==> src/rtl/calc_op_sequencer_if.sv <==
// Front-panel / ALU handshake bundle for the calculator op sequencer.
// slave: sequencer side; master: switches, buttons and ALU side.
interface calc_op_sequencer_if #(
  parameter int WIDTH = 16,
  parameter int OP_W  = 2
) ();
  logic [WIDTH-1:0]   sw;
  logic               btn_enter;
  logic               btn_undo;
  logic               btn_view;
  logic               alu_done;
  logic [2*WIDTH-1:0] result_in;
  logic [WIDTH-1:0]   op_a;
  logic [WIDTH-1:0]   op_b;
  logic [OP_W-1:0]    opcode;
  logic               alu_start;
  logic [2*WIDTH-1:0] result_q;
  logic [2*WIDTH-1:0] view_value;
  logic [3:0]         display_sel;
  logic [2:0]         state_q;

  modport slave (
    input  sw, btn_enter, btn_undo, btn_view,
    input  alu_done, result_in,
    output op_a, op_b, opcode, alu_start,
    output result_q, view_value, display_sel, state_q
  );

  modport master (
    output sw, btn_enter, btn_undo, btn_view,
    output alu_done, result_in,
    input  op_a, op_b, opcode, alu_start,
    input  result_q, view_value, display_sel, state_q
  );
endinterface

==> src/rtl/calc_op_sequencer.sv <==
// Operand/opcode entry FSM with ALU start/done handshake and view select.
// Optional SEQ_IDLE_TIMEOUT_EN: SHOW auto-clears after TIMEOUT_CYC idle cycles.
module calc_op_sequencer #(
  parameter int WIDTH       = 16,
  parameter int OP_W        = 2,
  parameter int TIMEOUT_CYC = 100_000_000
) (
  input  logic               clk,
  input  logic               reset_n,
  calc_op_sequencer_if.slave bus
);
  typedef enum logic [2:0] {
    WAIT_A  = 3'd0,
    WAIT_B  = 3'd1,
    WAIT_OP = 3'd2,
    EXEC    = 3'd3,
    SHOW    = 3'd4
  } state_e;

  localparam int RW = 2 * WIDTH;

  state_e          state_q;
  logic [WIDTH-1:0] op_a_q;
  logic [WIDTH-1:0] op_b_q;
  logic [OP_W-1:0]  opcode_q;
  logic             alu_start_q;
  logic [RW-1:0]    result_q;
  logic [3:0]       sel_q;
  logic [3:0]       sel_d;
  logic [RW-1:0]    view_d;

  logic ent_q, und_q, vw_q;
  logic ent_e, und_e, vw_e;
  logic ent_p, und_p, vw_p;

  assign ent_e = bus.btn_enter & ~ent_q;
  assign und_e = bus.btn_undo & ~und_q;
  assign vw_e  = bus.btn_view & ~vw_q;

  // Losing presses in a tie are dropped, never queued
  assign ent_p = ent_e;
  assign und_p = und_e & ~ent_e;
  assign vw_p  = vw_e & ~ent_e & ~und_e;

  // 0001 -> 0010 -> 0100 -> 1000 -> 0000 -> 0001
  assign sel_d = (sel_q == 4'b0000) ? 4'b0001
                                    : {sel_q[2:0], 1'b0};

`ifdef SEQ_IDLE_TIMEOUT_EN
  localparam logic [31:0] TMO_LAST = 32'(TIMEOUT_CYC - 1);
  logic [31:0] idle_q;
  logic        press_any;
  assign press_any = ent_e | und_e | vw_e;
`else
  logic unused_tmo;
  assign unused_tmo = (TIMEOUT_CYC > 0);
`endif

  always_ff @(posedge clk) begin
    if (!reset_n) begin
      state_q     <= WAIT_A;
      op_a_q      <= '0;
      op_b_q      <= '0;
      opcode_q    <= '0;
      alu_start_q <= 1'b0;
      result_q    <= '0;
      sel_q       <= 4'b0001;
      ent_q       <= 1'b0;
      und_q       <= 1'b0;
      vw_q        <= 1'b0;
`ifdef SEQ_IDLE_TIMEOUT_EN
      idle_q      <= '0;
`endif
    end else begin
      ent_q       <= bus.btn_enter;
      und_q       <= bus.btn_undo;
      vw_q        <= bus.btn_view;
      alu_start_q <= 1'b0;
`ifdef SEQ_IDLE_TIMEOUT_EN
      idle_q      <= '0;
`endif
      case (state_q)
        WAIT_A: begin
          sel_q <= 4'b0001;
          if (ent_p) begin
            op_a_q  <= bus.sw;
            state_q <= WAIT_B;
          end
        end
        WAIT_B: begin
          sel_q <= 4'b0001;
          if (ent_p) begin
            op_b_q  <= bus.sw;
            state_q <= WAIT_OP;
          end else if (und_p) begin
            state_q <= WAIT_A;
          end
        end
        WAIT_OP: begin
          sel_q <= 4'b0001;
          if (ent_p) begin
            opcode_q    <= bus.sw[OP_W-1:0];
            alu_start_q <= 1'b1;
            state_q     <= EXEC;
          end else if (und_p) begin
            state_q <= WAIT_B;
          end
        end
        EXEC: begin
          sel_q <= 4'b0001;
          if (bus.alu_done) begin
            result_q <= bus.result_in;
            state_q  <= SHOW;
          end
        end
        SHOW: begin
          if (ent_p) begin
            state_q <= WAIT_A;
            sel_q   <= 4'b0001;
          end else if (vw_p) begin
            sel_q <= sel_d;
          end
`ifdef SEQ_IDLE_TIMEOUT_EN
          if (press_any) begin
            idle_q <= '0;
          end else if (idle_q == TMO_LAST) begin
            state_q  <= WAIT_A;
            result_q <= '0;
            sel_q    <= 4'b0001;
          end else begin
            idle_q <= idle_q + 32'd1;
          end
`endif
        end
        default: begin
          state_q <= WAIT_A;
          sel_q   <= 4'b0001;
        end
      endcase
    end
  end

  always_comb begin
    view_d = '0;
    case (state_q)
      WAIT_A,
      WAIT_B:  view_d = {{WIDTH{1'b0}}, bus.sw};
      WAIT_OP: view_d = {{WIDTH{1'b0}}, op_b_q};
      SHOW:    view_d = result_q;
      default: view_d = '0;
    endcase
  end

  assign bus.op_a        = op_a_q;
  assign bus.op_b        = op_b_q;
  assign bus.opcode      = opcode_q;
  assign bus.alu_start   = alu_start_q;
  assign bus.result_q    = result_q;
  assign bus.view_value  = view_d;
  assign bus.display_sel = sel_q;
  assign bus.state_q     = state_q;
endmodule

==> src/flat_wrapper.sv <==
// flat-port wrapper written by rule: the top's interface ports become plain ports
module calc_op_sequencer_flat 
#(
  parameter int WIDTH       = 16,
  parameter int OP_W        = 2,
  parameter int TIMEOUT_CYC = 100_000_000
)
  (clk, reset_n, bus_sw, bus_btn_enter, bus_btn_undo, bus_btn_view, bus_alu_done, bus_result_in, bus_op_a, bus_op_b, bus_opcode, bus_alu_start, bus_result_q, bus_view_value, bus_display_sel, bus_state_q);
  calc_op_sequencer_if #(.WIDTH(WIDTH), .OP_W(OP_W)) bus_i ();
  input  logic clk;
  input  logic reset_n;
  input wire logic [$bits(bus_i.sw)-1:0] bus_sw;
  input wire logic [$bits(bus_i.btn_enter)-1:0] bus_btn_enter;
  input wire logic [$bits(bus_i.btn_undo)-1:0] bus_btn_undo;
  input wire logic [$bits(bus_i.btn_view)-1:0] bus_btn_view;
  input wire logic [$bits(bus_i.alu_done)-1:0] bus_alu_done;
  input wire logic [$bits(bus_i.result_in)-1:0] bus_result_in;
  output wire logic [$bits(bus_i.op_a)-1:0] bus_op_a;
  output wire logic [$bits(bus_i.op_b)-1:0] bus_op_b;
  output wire logic [$bits(bus_i.opcode)-1:0] bus_opcode;
  output wire logic [$bits(bus_i.alu_start)-1:0] bus_alu_start;
  output wire logic [$bits(bus_i.result_q)-1:0] bus_result_q;
  output wire logic [$bits(bus_i.view_value)-1:0] bus_view_value;
  output wire logic [$bits(bus_i.display_sel)-1:0] bus_display_sel;
  output wire logic [$bits(bus_i.state_q)-1:0] bus_state_q;
  assign bus_i.sw = bus_sw;
  assign bus_i.btn_enter = bus_btn_enter;
  assign bus_i.btn_undo = bus_btn_undo;
  assign bus_i.btn_view = bus_btn_view;
  assign bus_i.alu_done = bus_alu_done;
  assign bus_i.result_in = bus_result_in;
  assign bus_op_a = bus_i.op_a;
  assign bus_op_b = bus_i.op_b;
  assign bus_opcode = bus_i.opcode;
  assign bus_alu_start = bus_i.alu_start;
  assign bus_result_q = bus_i.result_q;
  assign bus_view_value = bus_i.view_value;
  assign bus_display_sel = bus_i.display_sel;
  assign bus_state_q = bus_i.state_q;
  calc_op_sequencer #(.WIDTH(WIDTH), .OP_W(OP_W), .TIMEOUT_CYC(TIMEOUT_CYC)) u_core (.clk(clk), .reset_n(reset_n), .bus(bus_i));
endmodule
==> config.mk <==
export PLATFORM = sky130hd
export DESIGN_NAME = calc_op_sequencer_flat
export DESIGN_NICKNAME = d
export VERILOG_FILES = /design/src/rtl/calc_op_sequencer_if.sv /design/src/rtl/calc_op_sequencer.sv /design/src/flat_wrapper.sv
export SDC_FILE = /design/constraint.sdc
export NUM_CORES = 1
export LEC_CHECK = 0
export BUFFER_PORTS_ARGS = -buffer_cell sky130_fd_sc_hd__buf_2
export CAP_MARGIN = 20
export CORE_MARGIN = 4
export CORE_UTILIZATION = 48
export CTS_CLUSTER_SIZE = 40
export DETAILED_ROUTE_END_ITERATION = 6
export PLACE_DENSITY = 0.83
export SKIP_CTS_REPAIR_TIMING = 1
export SLEW_MARGIN = 0
export SYNTH_ARGS = -nofsm -noshare
export SYNTH_HDL_FRONTEND = slang
export SYNTH_SLANG_ARGS = --single-unit
==> constraint.sdc <==
create_clock -name clk -period 4 [get_ports clk]
set_clock_uncertainty 0.2 [all_clocks]
set_input_delay 0.8 -clock clk [delete_from_list [all_inputs] [get_ports clk]]
set_output_delay 0.8 -clock clk [all_outputs]
set_load 0.03 [all_outputs]
=== Yosys cells after proc, flatten, opt, wreduce, memory -nomap -nowiden ===
Cells that the tools add are included.

* Flip-flop bits (word level): 77
* Input port bits: 54
* Output and inout port bits: 106
* Logic and storage cells: 53

* Equal/unequal tests: 9
* Multiplexer cells: 11
* Bitwise gates (word level): 13
* Reductions and logical operators: 10

{| class="wikitable"
|+ Operator list
! kind !! count
|-
| $pmux 32 s3 || 1
|-
| $mux 3 || 7
|-
| $pmux 3 s5 || 1
|-
| $reduce_and 2->1 || 5
|-
| $not 1->1 || 7
|-
| $and 1x1->1 || 6
|-
| $eq 3x2->1 const B || 2
|-
| $ne 3x1->1 const B || 2
|-
| $reduce_and 5->1 || 1
|-
| $logic_not 4->1 || 1
|-
| $mux 4 || 1
|-
| $ne 2x1->1 const B || 2
|-
| $eq 3x1->1 const B || 1
|-
| $eq 3x3->1 const B || 1
|-
| $logic_not 3->1 || 1
|-
| $reduce_or 3->1 || 1
|-
| $ne 2x2->1 const B || 1
|-
| $reduce_or 2->1 || 1
|-
| $mux 1 || 1
|}

=== Depth between registers and ports, before layout ===
Gate-level depths: netlist of run 1.

* Depth after elaboration: 7
* Mapped depth: 7
* Depth with buffers taken out: 4

=== Worst setup path before layout of run 1 ===
Ideal clock, no wire load.

* Path kind: flip-flop to output port
* From: reg u_core.state_q[1] (netlist: u_core.bus.state_q[1])
* To: out bus_view_value[0]
* Data arrival time: 2.122 ns
* Data required time: 3.000 ns
* Slack: 0.878 ns
* Cell stages (with the launch flop): 7
* Path buffers: 3
* Path through: dfxtp_1 -> clkbuf_1 -> nor2b_1 -> clkbuf_1 -> buf_2 -> a21oi_1 -> o21ai_0

* Longest elaborated chain between the ends: 3
* Elaborated cells on any way between the ends: 6
* Classes of those cells: eq/ne: 3; mux: 1; reduce/logical: 2

{| class="wikitable"
|+ Ends and longest elaborated chain
! element !! line !! source
|-
| from (decl) || calc_op_sequencer.sv:22 || <nowiki>state_e state_q;</nowiki>
|-
| from (signal assigned) || calc_op_sequencer.sv:61 || <nowiki>state_q <= WAIT_A;</nowiki>
|-
| from (signal assigned) || calc_op_sequencer.sv:87 || <nowiki>state_q <= WAIT_B;</nowiki>
|-
| from (signal assigned) || calc_op_sequencer.sv:94 || <nowiki>state_q <= WAIT_OP;</nowiki>
|-
| $eq 3x1->1 or $logic_not 3->1 (tied branches) || calc_op_sequencer.sv:145 || <nowiki>case (state_q)</nowiki>
|-
| $reduce_or 2->1 || calc_op_sequencer.sv:145 ||
|-
| $pmux 32 s3 (*) || calc_op_sequencer.sv:145 ||
|-
| to (decl) || flat_wrapper.sv:23 || <nowiki>output wire logic [$bits(bus_i.view_value)-1:0] bus_view_value;</nowiki>
|}

Mark *: on every way between the ends. The rest lies on a longest branch, timed or not.

=== Final worst setup path of run 1 ===
* From: reg u_core.state_q[1] (netlist: u_core.bus.state_q[1])
* To: out bus_view_value[10]

The elaborated chain is that of the path after synthesis.

==> qor.json, run 1 <==
{
  "mapped_area": {"value": 3203, "unit": "um2"},
  "ctsLongestPathBuffers": {"value": 2},
  "power_density": {"value": 388.7, "unit": "nW/um2"},
  "antenna_found_initial": {"value": 0},
  "setup_tns": {"value": 0, "unit": "ns"},
  "cp.arrival": {"value": 1.85, "unit": "ns"},
  "slew-limit-headroom": {"value": 0.4007},
  "post-route-drc-count": {"value": 0},
  "critPathKind": {"value": "reg2out"},
  "ys_top_cells_by_area": {"value": "dfxtp_1, nand2_1, a21oi_1"},
  "detailroute.via_count": {"value": 3322},
  "synth_fp_nets": {"value": 463},
  "synth.largest_area_cell": {"value": "dfxtp_1"},
  "synth_cells": {"value": 409},
  "clkLatencyLatePin": {"value": 0.35, "unit": "ns"},
  "clock.fmax": {"value": 350.7, "unit": "MHz"},
  "cts_root_buf": {"value": "clkbuf_8"},
  "htreeDepth": {"value": 3},
  "num_rows": {"value": 29},
  "via_per_inst": {"value": 5.199},
  "layout_worst_path_cycle_share": {"value": 0.7129},
  "final.min_clock_period": {"value": 2.852, "unit": "ns"},
  "maximum_number_of_pins_on_one_net_before_global_route_repair": {"value": 42},
  "p_leak": {"value": 2.104, "unit": "nW"},
  "areaGrowthSynthToFinish": {"value": 33.36, "unit": "%"},
  "crit_path_required_time": {"value": 3.00, "unit": "ns"},
  "fin_cells": {"value": 639},
  "routed_wirelength": {"value": 9.420, "unit": "mm"},
  "num_antenna_cells": {"value": 0},
  "fillerInstances": {"value": 546},
  "gp_congestion": {"value": 0.9156},
  "tightest_slew": {"value": 0.8990, "unit": "ns"},
  "placement.io_buffers": {"value": 159},
  "post-place-cells": {"value": 622},
  "grt_setup_unrepaired": {"value": "no"},
  "power.switching": {"value": 0.0004238, "unit": "W"},
  "critical_path.startpoint": {"value": "u_core.bus.state_q[1]"},
  "regToRegStartpoint": {"value": "u_core.bus.state_q[2]"},
  "grt_total_usage": {"value": 0.2327},
  "sequential_share_of_the_synthesized_area": {"value": 0.4812},
  "finalNetCount": {"value": 611},
  "finalSetupViolations": {"value": 0},
  "status": {"value": "completed"},
  "ir_worst_vdd": {"value": 256.5, "unit": "uV"},
  "cts_tree": {"value": "built"},
  "synth_cell_types": {"value": 26},
  "starting_density": {"value": 0.4987},
  "seqPwrFrac": {"value": 0.479},
  "min_path_type": {"value": "reg2reg"},
  "synthesis.area_per_instance": {"value": 7.831, "unit": "um2"},
  "number_of_antenna_violating_nets_in_the_routed_design": {"value": 0},
  "cts.sink_count": {"value": 77},
  "numCtsBuffers": {"value": 9},
  "drt_first_iter_violations": {"value": 128},
  "die_footprint": {"value": 8044, "unit": "um2"},
  "clkTransAtPathRegs": {"value": 0.08, "unit": "ns"},
  "detail_route.first_pass.iterations": {"value": 5},
  "timing_max_transition_violations_final": {"value": 0},
  "comb_power_share": {"value": 0.117},
  "timing.critical_path.from_type": {"value": "flip-flop"},
  "place.detailed.hpwl": {"value": 6.968, "unit": "mm"},
  "synthDominantCellAreaShare": {"value": 0.4813},
  "overflow": {"value": 0},
  "top_level_ports": {"value": 160},
  "synth_seq_cells": {"value": 77},
  "netSwitchingFraction": {"value": 0.2553},
  "timing_hold_violations_final": {"value": 0},
  "die_height": {"value": 89.69, "unit": "um"},
  "drive_above_1_share": {"value": 0.3327},
  "cellInternalPower": {"value": 0.001237, "unit": "W"},
  "first_global_vias": {"value": 3114},
  "yosysWarnings": {"value": 0},
  "cp-end-kind": {"value": "output pin"},
  "worstHoldStart": {"value": "u_core.bus.op_a[10]"},
  "critPathMaxFanout": {"value": 34},
  "global_route_wire_length_before_repair": {"value": 14.46, "unit": "mm"},
  "avgRoutedWirePerCell": {"value": 14.74, "unit": "um"},
  "cap_viol_max_count": {"value": 0},
  "power_frac_clock": {"value": 0.404},
  "core_area": {"value": 6422, "unit": "um2"},
  "fp.dieW": {"value": 89.69, "unit": "um"}
}
[synthesized netlist by cell type]
library cell	count
nand2_1	116
nand3_1	2
a211o_1	1
or2_2	1
mux2i_1	21
nor3b_1	1
or4_1	1
nor3b_2	1
inv_2	1
and2_1	19
nor4b_1	1
buf_6	1
o21ai_0	17
o21ai_1	1
nand3b_1	2
nand2b_1	3
or3_1	1
buf_2	11
a21oi_1	66
nor2_1	27
nor2b_1	18
nand4b_1	1
clkbuf_1	17
nor4_2	1
a31oi_1	1
dfxtp_1	77
[registers in the layout, indices dropped and copies added (netlist names)]
register                count
u_core.bus.state_q          3
u_core.bus.opcode           2
u_core.bus.op_b            16
u_core.und_q                1
u_core.ent_q                1
u_core.vw_q                 1
u_core.bus.op_a            16
u_core.bus.alu_start        1
u_core.bus.display_sel      4
u_core.bus.result_q        32
[final timing paths]
| check | cells after the start | end | slack, ns |
|---|---|---|---|
| worst max-delay path | 6 | bus_view_value[10] | 1.15 |
| worst min-delay path | 2 | u_core.bus.op_a[10] | 0.25 |
| worst min register to register | 2 | u_core.bus.op_a[10] | 0.25 |
| worst max register to register | 5 | u_core.bus.op_b[7] | 1.79 |
[worst max-delay path, stage by stage (launching register included)]
cell     delay (ns)
dfxtp_1        0.31
buf_4          0.22
nor3b_4        0.18
buf_4          0.33
nand2_1        0.11
o21ai_0        0.09
buf_2          0.23
[final cells by class]
type / count / area, um2 / share of cell area
Clock buffer: 11 / 151.4 / 0.03544
Clock inverter: 5 / 81.33 / 0.01904
Inverter: 1 / 3.754 / 0.0008787
Multi-Input combinational cell: 302 / 1536 / 0.3597
Sequential cell: 77 / 1541 / 0.3609
Tap cell: 77 / 96.34 / 0.02255
Timing Repair Buffer: 166 / 860.8 / 0.2015
[cell families (layout without fill, tap and decap cells)]
group | count (synthesis) | count (layout) | synth area share
DFF | 77 | 77 | 0.4813
muxes | 21 | 21 | 0.06562
buffers and inverters | 30 | 183 | 0.04179
AOI/OAI and AO/OA | 86 | 86 | 0.1359
and+or+nand+nor | 195 | 195 | 0.2754
[power by group through the flow]
stage          Combinational [W]  Sequential, W  Clock [W]
2_1_floorplan          0.0000899       0.000842          0
3_3_place_gp            0.000191       0.000812          0
3_5_place_dp            0.000195       0.000813          0
4_1_cts                 0.000196       0.000795   0.000684
5_1_grt                 0.000213       0.000797   0.000715
6_report                0.000195       0.000795   0.000670
[placed cells by master, fill, tap and decap left out, types with 3 or more instances in the layout]
cell	netlist	layout
buf_2	11	159
nand2_1	116	116
dfxtp_1	77	77
a21oi_1	66	66
nor2_1	27	26
mux2i_1	21	21
and2_1	19	19
nor2b_1	18	18
o21ai_0	17	17
clkbuf_8	0	11
buf_4	0	6
nand2b_1	3	3
[layer usage]
metal  track usage  vias up  wire length, um
li1              -     1633                -
met1        0.2838     1539             3942
met2        0.4009      137             4643
met3       0.06752       13              733
met4       0.06225        0              100
met5             0        -                0
[through the flow]
stage                     hold slack, ns  worst slack (ns)  utilization  power (W)  area, um2
after floorplan                   0.3628            0.8779            -  0.0009315       3203
after global placement            0.2380             1.218       0.6246   0.001002       4011
after detailed placement          0.2446             1.089       0.6277   0.001008       4031
after CTS                         0.2563            0.7009       0.6639   0.001675       4264
after global routing              0.2846            0.9870       0.6651   0.001724       4272
final                             0.2541             1.148       0.6651   0.001660       4272
Power figures use the tool's default switching activity.
==> run 2, diff against run 1 <==
- CORE_UTILIZATION: 48 -> 46
- PLACE_DENSITY: 0.83 -> 0.8
- clock period: 4 -> 2.7 ns (I/O delays scaled with it)
==> qor.json, run 2 (synthesis results as in run 1) <==
{
  "cts_root_buf": {"value": "clkbuf_8"},
  "starting_density": {"value": 0.4715},
  "stdcell_area": {"value": 4293, "unit": "um2"},
  "global_route_wire_length_before_repair": {"value": 14.89, "unit": "mm"},
  "timing_hold_violations_final": {"value": 0},
  "critical_path.slowest_cell": {"value": "dfxtp_1"},
  "num_antenna_cells": {"value": 0},
  "post-route-drc-count": {"value": 0},
  "ff_to_ff_path_depth": {"value": 4},
  "cts_tree": {"value": "built"},
  "p_leak": {"value": 2.099, "unit": "nW"},
  "min_path_type": {"value": "in2reg"},
  "drt_first_iter_violations": {"value": 116},
  "critPathKind": {"value": "reg2out"},
  "cpLargestDelayFamily": {"value": "buffers and inverters"},
  "ctsLongestPathBuffers": {"value": 2},
  "timing_max_transition_violations_final": {"value": 0},
  "num_rows": {"value": 30},
  "avgRoutedWirePerCell": {"value": 14.56, "unit": "um"},
  "htreeDepth": {"value": 3},
  "clkLatencyLatePin": {"value": 0.34, "unit": "ns"},
  "place_ws": {"value": 0.04965, "unit": "ns"},
  "areaGrowthSynthToFinish": {"value": 34.02, "unit": "%"},
  "routed_wirelength": {"value": 9.609, "unit": "mm"},
  "clock.fmax": {"value": 389.2, "unit": "MHz"},
  "crit_path_required_time": {"value": 1.96, "unit": "ns"},
  "path_buf_inv": {"value": 2},
  "first_global_vias": {"value": 3085},
  "number_of_antenna_violating_nets_in_the_routed_design": {"value": 0},
  "tightest_slew": {"value": 0.9073, "unit": "ns"},
  "drive_above_1_share": {"value": 0.3369},
  "numCtsBuffers": {"value": 9},
  "fillerInstances": {"value": 610},
  "layout_worst_path_cycle_share": {"value": 0.9515},
  "gp_congestion": {"value": 0.8571},
  "antenna_found_initial": {"value": 0},
  "core_area": {"value": 6794, "unit": "um2"},
  "die_height": {"value": 91.45, "unit": "um"},
  "fp.dieW": {"value": 91.45, "unit": "um"},
  "cp.arrival": {"value": 1.83, "unit": "ns"},
  "die_footprint": {"value": 8362, "unit": "um2"},
  "finalSetupViolations": {"value": 0},
  "finalNetCount": {"value": 613},
  "cts.sink_count": {"value": 77},
  "cell_by_cell_listing_of_the_critical_path": {"value": "nor3b_4, buf_4, nand2_1, o21ai_0, buf_2"},
  "place.detailed.hpwl": {"value": 7.069, "unit": "mm"},
  "detailroute.via_count": {"value": 3314},
  "post-route-worst-setup-slack": {"value": 0.1309, "unit": "ns"},
  "top_level_ports": {"value": 160},
  "clkTransAtPathRegs": {"value": 0.08, "unit": "ns"},
  "min_delay_path_depth": {"value": 2},
  "status": {"value": "completed"},
  "final.min_clock_period": {"value": 2.569, "unit": "ns"},
  "post-place-cells": {"value": 643},
  "maximum_number_of_pins_on_one_net_before_global_route_repair": {"value": 63},
  "ir_worst_vdd": {"value": 300.8, "unit": "uV"},
  "overflow": {"value": 0},
  "fin_cells": {"value": 660},
  "cap_viol_max_count": {"value": 0},
  "via_per_inst": {"value": 5.021},
  "register_containing_the_most_flip_flops_in_the_final_layout": {"value": "u_core.bus.result_q"},
  "layout_commonest_cell": {"value": "buf_2"},
  "critPathMaxFanout": {"value": 34},
  "grt_setup_unrepaired": {"value": "no"},
  "postPlaceCellArea": {"value": 4070, "unit": "um2"},
  "power_density": {"value": 552.1, "unit": "nW/um2"},
  "critPathMaxStageDelay": {"value": 0.50, "unit": "ns"},
  "cp-end-kind": {"value": "output pin"},
  "detail_route.first_pass.iterations": {"value": 4},
  "placement.io_buffers": {"value": 159},
  "grt_total_usage": {"value": 0.2195},
  "timing.critical_path.from_type": {"value": "flip-flop"},
  "max_ffs_per_register": {"value": 32},
  "slew-limit-headroom": {"value": 0.3952},
  "most_frequent_cells_in_the_layout": {"value": "buf_2, nand2_1, dfxtp_1"},
  "timing.critical_path.depth": {"value": 5}
}
[run 2: worst paths after layout]
path / slack [ns] / start / to
min: 0.22 / bus_btn_undo / u_core.und_q
min reg2reg: 0.25 / u_core.bus.op_a[8] / u_core.bus.op_a[8]
max reg2reg: 0.57 / u_core.bus.state_q[2] / u_core.bus.op_b[14]
max: 0.13 / u_core.bus.state_q[2] / bus_view_value[4]
[run 2: layout make-up]
cell class | count | area, um2 | share of cell area
clock inverter | 6 | 71.32 | 0.01661
sequential | 77 | 1541 | 0.3591
timing repair buffer | 168 | 879.6 | 0.2049
clock buffer | 10 | 137.6 | 0.03206
tap | 96 | 120.1 | 0.02798
inverter | 1 | 3.754 | 0.0008744
multi-input combinational | 302 | 1539 | 0.3585
[run 2: report_power, final]
group | total (W) | internal (W) | switching, W
registers | 0.00118 | 0.00116 | 0.0000155
clock network | 0.000897 | 0.000459 | 0.000438
logic | 0.000298 | 0.000103 | 0.000195
[run 2: per-layer routing]
| layer | global-route usage | up-vias | routed length (um) |
|---|---|---|---|
| li1 | - | 1636 | - |
| met1 | 0.2605 | 1524 | 3878 |
| met2 | 0.3713 | 132 | 4710 |
| met3 | 0.05717 | 22 | 730 |
| met4 | 0.09548 | 0 | 291 |
| met5 | 0 | - | 0 |
[run 2: stage by stage]
step,TNS [ns],hold slack [ns],total power (W),utilization
final,0,0.2166,0.002370,0.6319
after global routing,0,0.2166,0.002463,0.6319
after CTS,-3.960,0.2010,0.002391,0.6298
after detailed placement,0,0.2439,0.001498,0.5991
after global placement,0,0.2388,0.001495,0.5991
after floorplan,0,0.3628,0.001381,-
==> run 3, diff against run 2 <==
--- a/config.mk
+++ b/config.mk
@@ -13,2 +13,3 @@
 export DETAILED_ROUTE_END_ITERATION = 6
+export HOLD_SLACK_MARGIN = 0.15
 export PLACE_DENSITY = 0.8
==> constraint.sdc (replaced) <==
create_clock -name clk -period 2.9 [get_ports clk]
set_clock_uncertainty 0.2 [all_clocks]
set_input_delay 0.58 -clock clk [delete_from_list [all_inputs] [get_ports clk]]
set_output_delay 0.58 -clock clk [all_outputs]
set_load 0.05 [all_outputs]
==> qor.json, run 3 (synthesis results as in run 1) <==
{
  "status": {"value": "completed"},
  "critPathMaxFanout": {"value": 27},
  "routedLengthMet1": {"value": 3.774, "unit": "mm"},
  "cap_viol_max_count": {"value": 0},
  "cts_tree": {"value": "built"},
  "avgRoutedWirePerCell": {"value": 14.39, "unit": "um"},
  "timing_max_transition_violations_final": {"value": 0},
  "fp.dieW": {"value": 91.45, "unit": "um"},
  "highest-signal-layer": {"value": "met4"},
  "fin_util": {"value": 0.6376},
  "detailroute.via_count": {"value": 3325},
  "most_frequent_cells_in_the_layout": {"value": "buf_2, nand2_1, dfxtp_1"},
  "placement.io_buffers": {"value": 159},
  "areaGrowthSynthToFinish": {"value": 35.23, "unit": "%"},
  "fin_cells": {"value": 661},
  "tightest_slew": {"value": 0.9061, "unit": "ns"},
  "clkLatencyLatePin": {"value": 0.34, "unit": "ns"},
  "max_ffs_per_register": {"value": 32},
  "ctsLongestPathBuffers": {"value": 2},
  "p_leak": {"value": 2.125, "unit": "nW"},
  "register_containing_the_most_flip_flops_in_the_final_layout": {"value": "u_core.bus.result_q"},
  "setup_tns": {"value": 0, "unit": "ns"},
  "cp.arrival": {"value": 1.91, "unit": "ns"},
  "numCtsBuffers": {"value": 9},
  "cts.sink_count": {"value": 77},
  "slew-limit-headroom": {"value": 0.3960},
  "maximum_number_of_pins_on_one_net_before_global_route_repair": {"value": 35},
  "place_ws": {"value": 0.4641, "unit": "ns"},
  "final.min_clock_period": {"value": 2.694, "unit": "ns"},
  "crit_path_required_time": {"value": 2.12, "unit": "ns"},
  "core_area": {"value": 6794, "unit": "um2"},
  "num_antenna_cells": {"value": 0},
  "antenna_found_initial": {"value": 0},
  "htreeDepth": {"value": 3},
  "die_footprint": {"value": 8362, "unit": "um2"},
  "layout_worst_path_cycle_share": {"value": 0.9290},
  "critPathKind": {"value": "reg2out"},
  "die_height": {"value": 91.45, "unit": "um"},
  "cp-end-kind": {"value": "output pin"},
  "wl_met2": {"value": 4.647, "unit": "mm"},
  "timing.critical_path.from_type": {"value": "flip-flop"},
  "top_level_ports": {"value": 160},
  "clock.fmax": {"value": 371.2, "unit": "MHz"},
  "min_path_type": {"value": "reg2reg"},
  "overflow": {"value": 0},
  "wl_met3": {"value": 808, "unit": "um"},
  "global_route_wire_length_before_repair": {"value": 15.29, "unit": "mm"},
  "drive_above_1_share": {"value": 0.3504},
  "critical_path.slowest_cell": {"value": "dfxtp_1"},
  "cts_root_buf": {"value": "clkbuf_8"},
  "critPathMaxStageDelay": {"value": 0.39, "unit": "ns"},
  "gp_congestion": {"value": 0.9042},
  "detail_route.first_pass.iterations": {"value": 5},
  "post-place-cells": {"value": 644},
  "routed_wirelength": {"value": 9.514, "unit": "mm"},
  "num_rows": {"value": 30},
  "grt_total_usage": {"value": 0.2268},
  "post-route-worst-setup-slack": {"value": 0.2060, "unit": "ns"},
  "path_buf_inv": {"value": 3},
  "timing_hold_violations_final": {"value": 0},
  "drt_first_iter_violations": {"value": 99},
  "power_density": {"value": 532.3, "unit": "nW/um2"},
  "post-route-drc-count": {"value": 0},
  "cell_by_cell_listing_of_the_critical_path": {"value": "buf_6, nor2b_1, buf_4, a21oi_1, o21ai_1, buf_2"},
  "via_per_inst": {"value": 5.030},
  "starting_density": {"value": 0.4715},
  "finalNetCount": {"value": 615},
  "finalSetupViolations": {"value": 0},
  "place.detailed.hpwl": {"value": 7.043, "unit": "mm"},
  "clkTransAtPathRegs": {"value": 0.08, "unit": "ns"},
  "post-layout-total-power": {"value": 0.002306, "unit": "W"},
  "first_global_vias": {"value": 3179},
  "grt_setup_unrepaired": {"value": "no"},
  "ir_worst_vdd": {"value": 362.9, "unit": "uV"},
  "cpLargestDelayFamily": {"value": "buffers and inverters"},
  "number_of_antenna_violating_nets_in_the_routed_design": {"value": 0},
  "layout_commonest_cell": {"value": "buf_2"}
}
[run 3: changes by cell type in the layout (fill, tap and decap cells not counted), moves of 2 or more]
cell / delta
o21ai_2: +9
o21ai_0: -6
buf_4: +3
o21ai_1: -3
clkinv_4: -2
[run 3: area by class of cell]
cell class / instances / area [um2]
Fill cell: 615 / 2462
Multi-Input combinational cell: 302 / 1570
Sequential cell: 77 / 1541
Timing Repair Buffer: 170 / 882.1
Clock buffer: 11 / 141.4
Tap cell: 96 / 120.1
Clock inverter: 4 / 72.57
Inverter: 1 / 3.754
[run 3: layer usage]
metal	global-route usage	up-vias
li1	-	1633
met1	0.2526	1504
met2	0.3956	161
met3	0.06462	27
met4	0.1055	0
met5	0	-
[run 3: through the flow]
stage / instance area (um2) / hold WS (ns)
after CTS: 4313 / 0.2469
after detailed placement: 4099 / 0.2431
after floorplan: 3237 / 0.3628
after global placement: 4099 / 0.2383
after global routing: 4332 / 0.2502
final: 4332 / 0.2519
[run 3: power breakdown]
part | leakage [nW] | total [W] | internal, W | switching (W)
Clock | 0.105 | 0.000879 | 0.000503 | 0.000377
Combinational | 1.40 | 0.000330 | 0.0000944 | 0.000236
Sequential | 0.624 | 0.00110 | 0.00108 | 0.0000155
[run 3: final timing paths]
check	start	end	slack (ns)	depth (start not counted)
max reg2reg	u_core.bus.state_q[2]	u_core.bus.op_b[8]	0.74	4
min reg2reg	u_core.bus.op_a[10]	u_core.bus.op_a[10]	0.25	2
min	u_core.bus.op_a[10]	u_core.bus.op_a[10]	0.25	2
max	u_core.bus.state_q[1]	bus_view_value[1]	0.21	6
[run 3: tightest hold or removal path: stages (launching register included)]
cell and delay [ns]:
dfxtp_1 0.31, nand2_1 0.05, a21oi_1 0.05
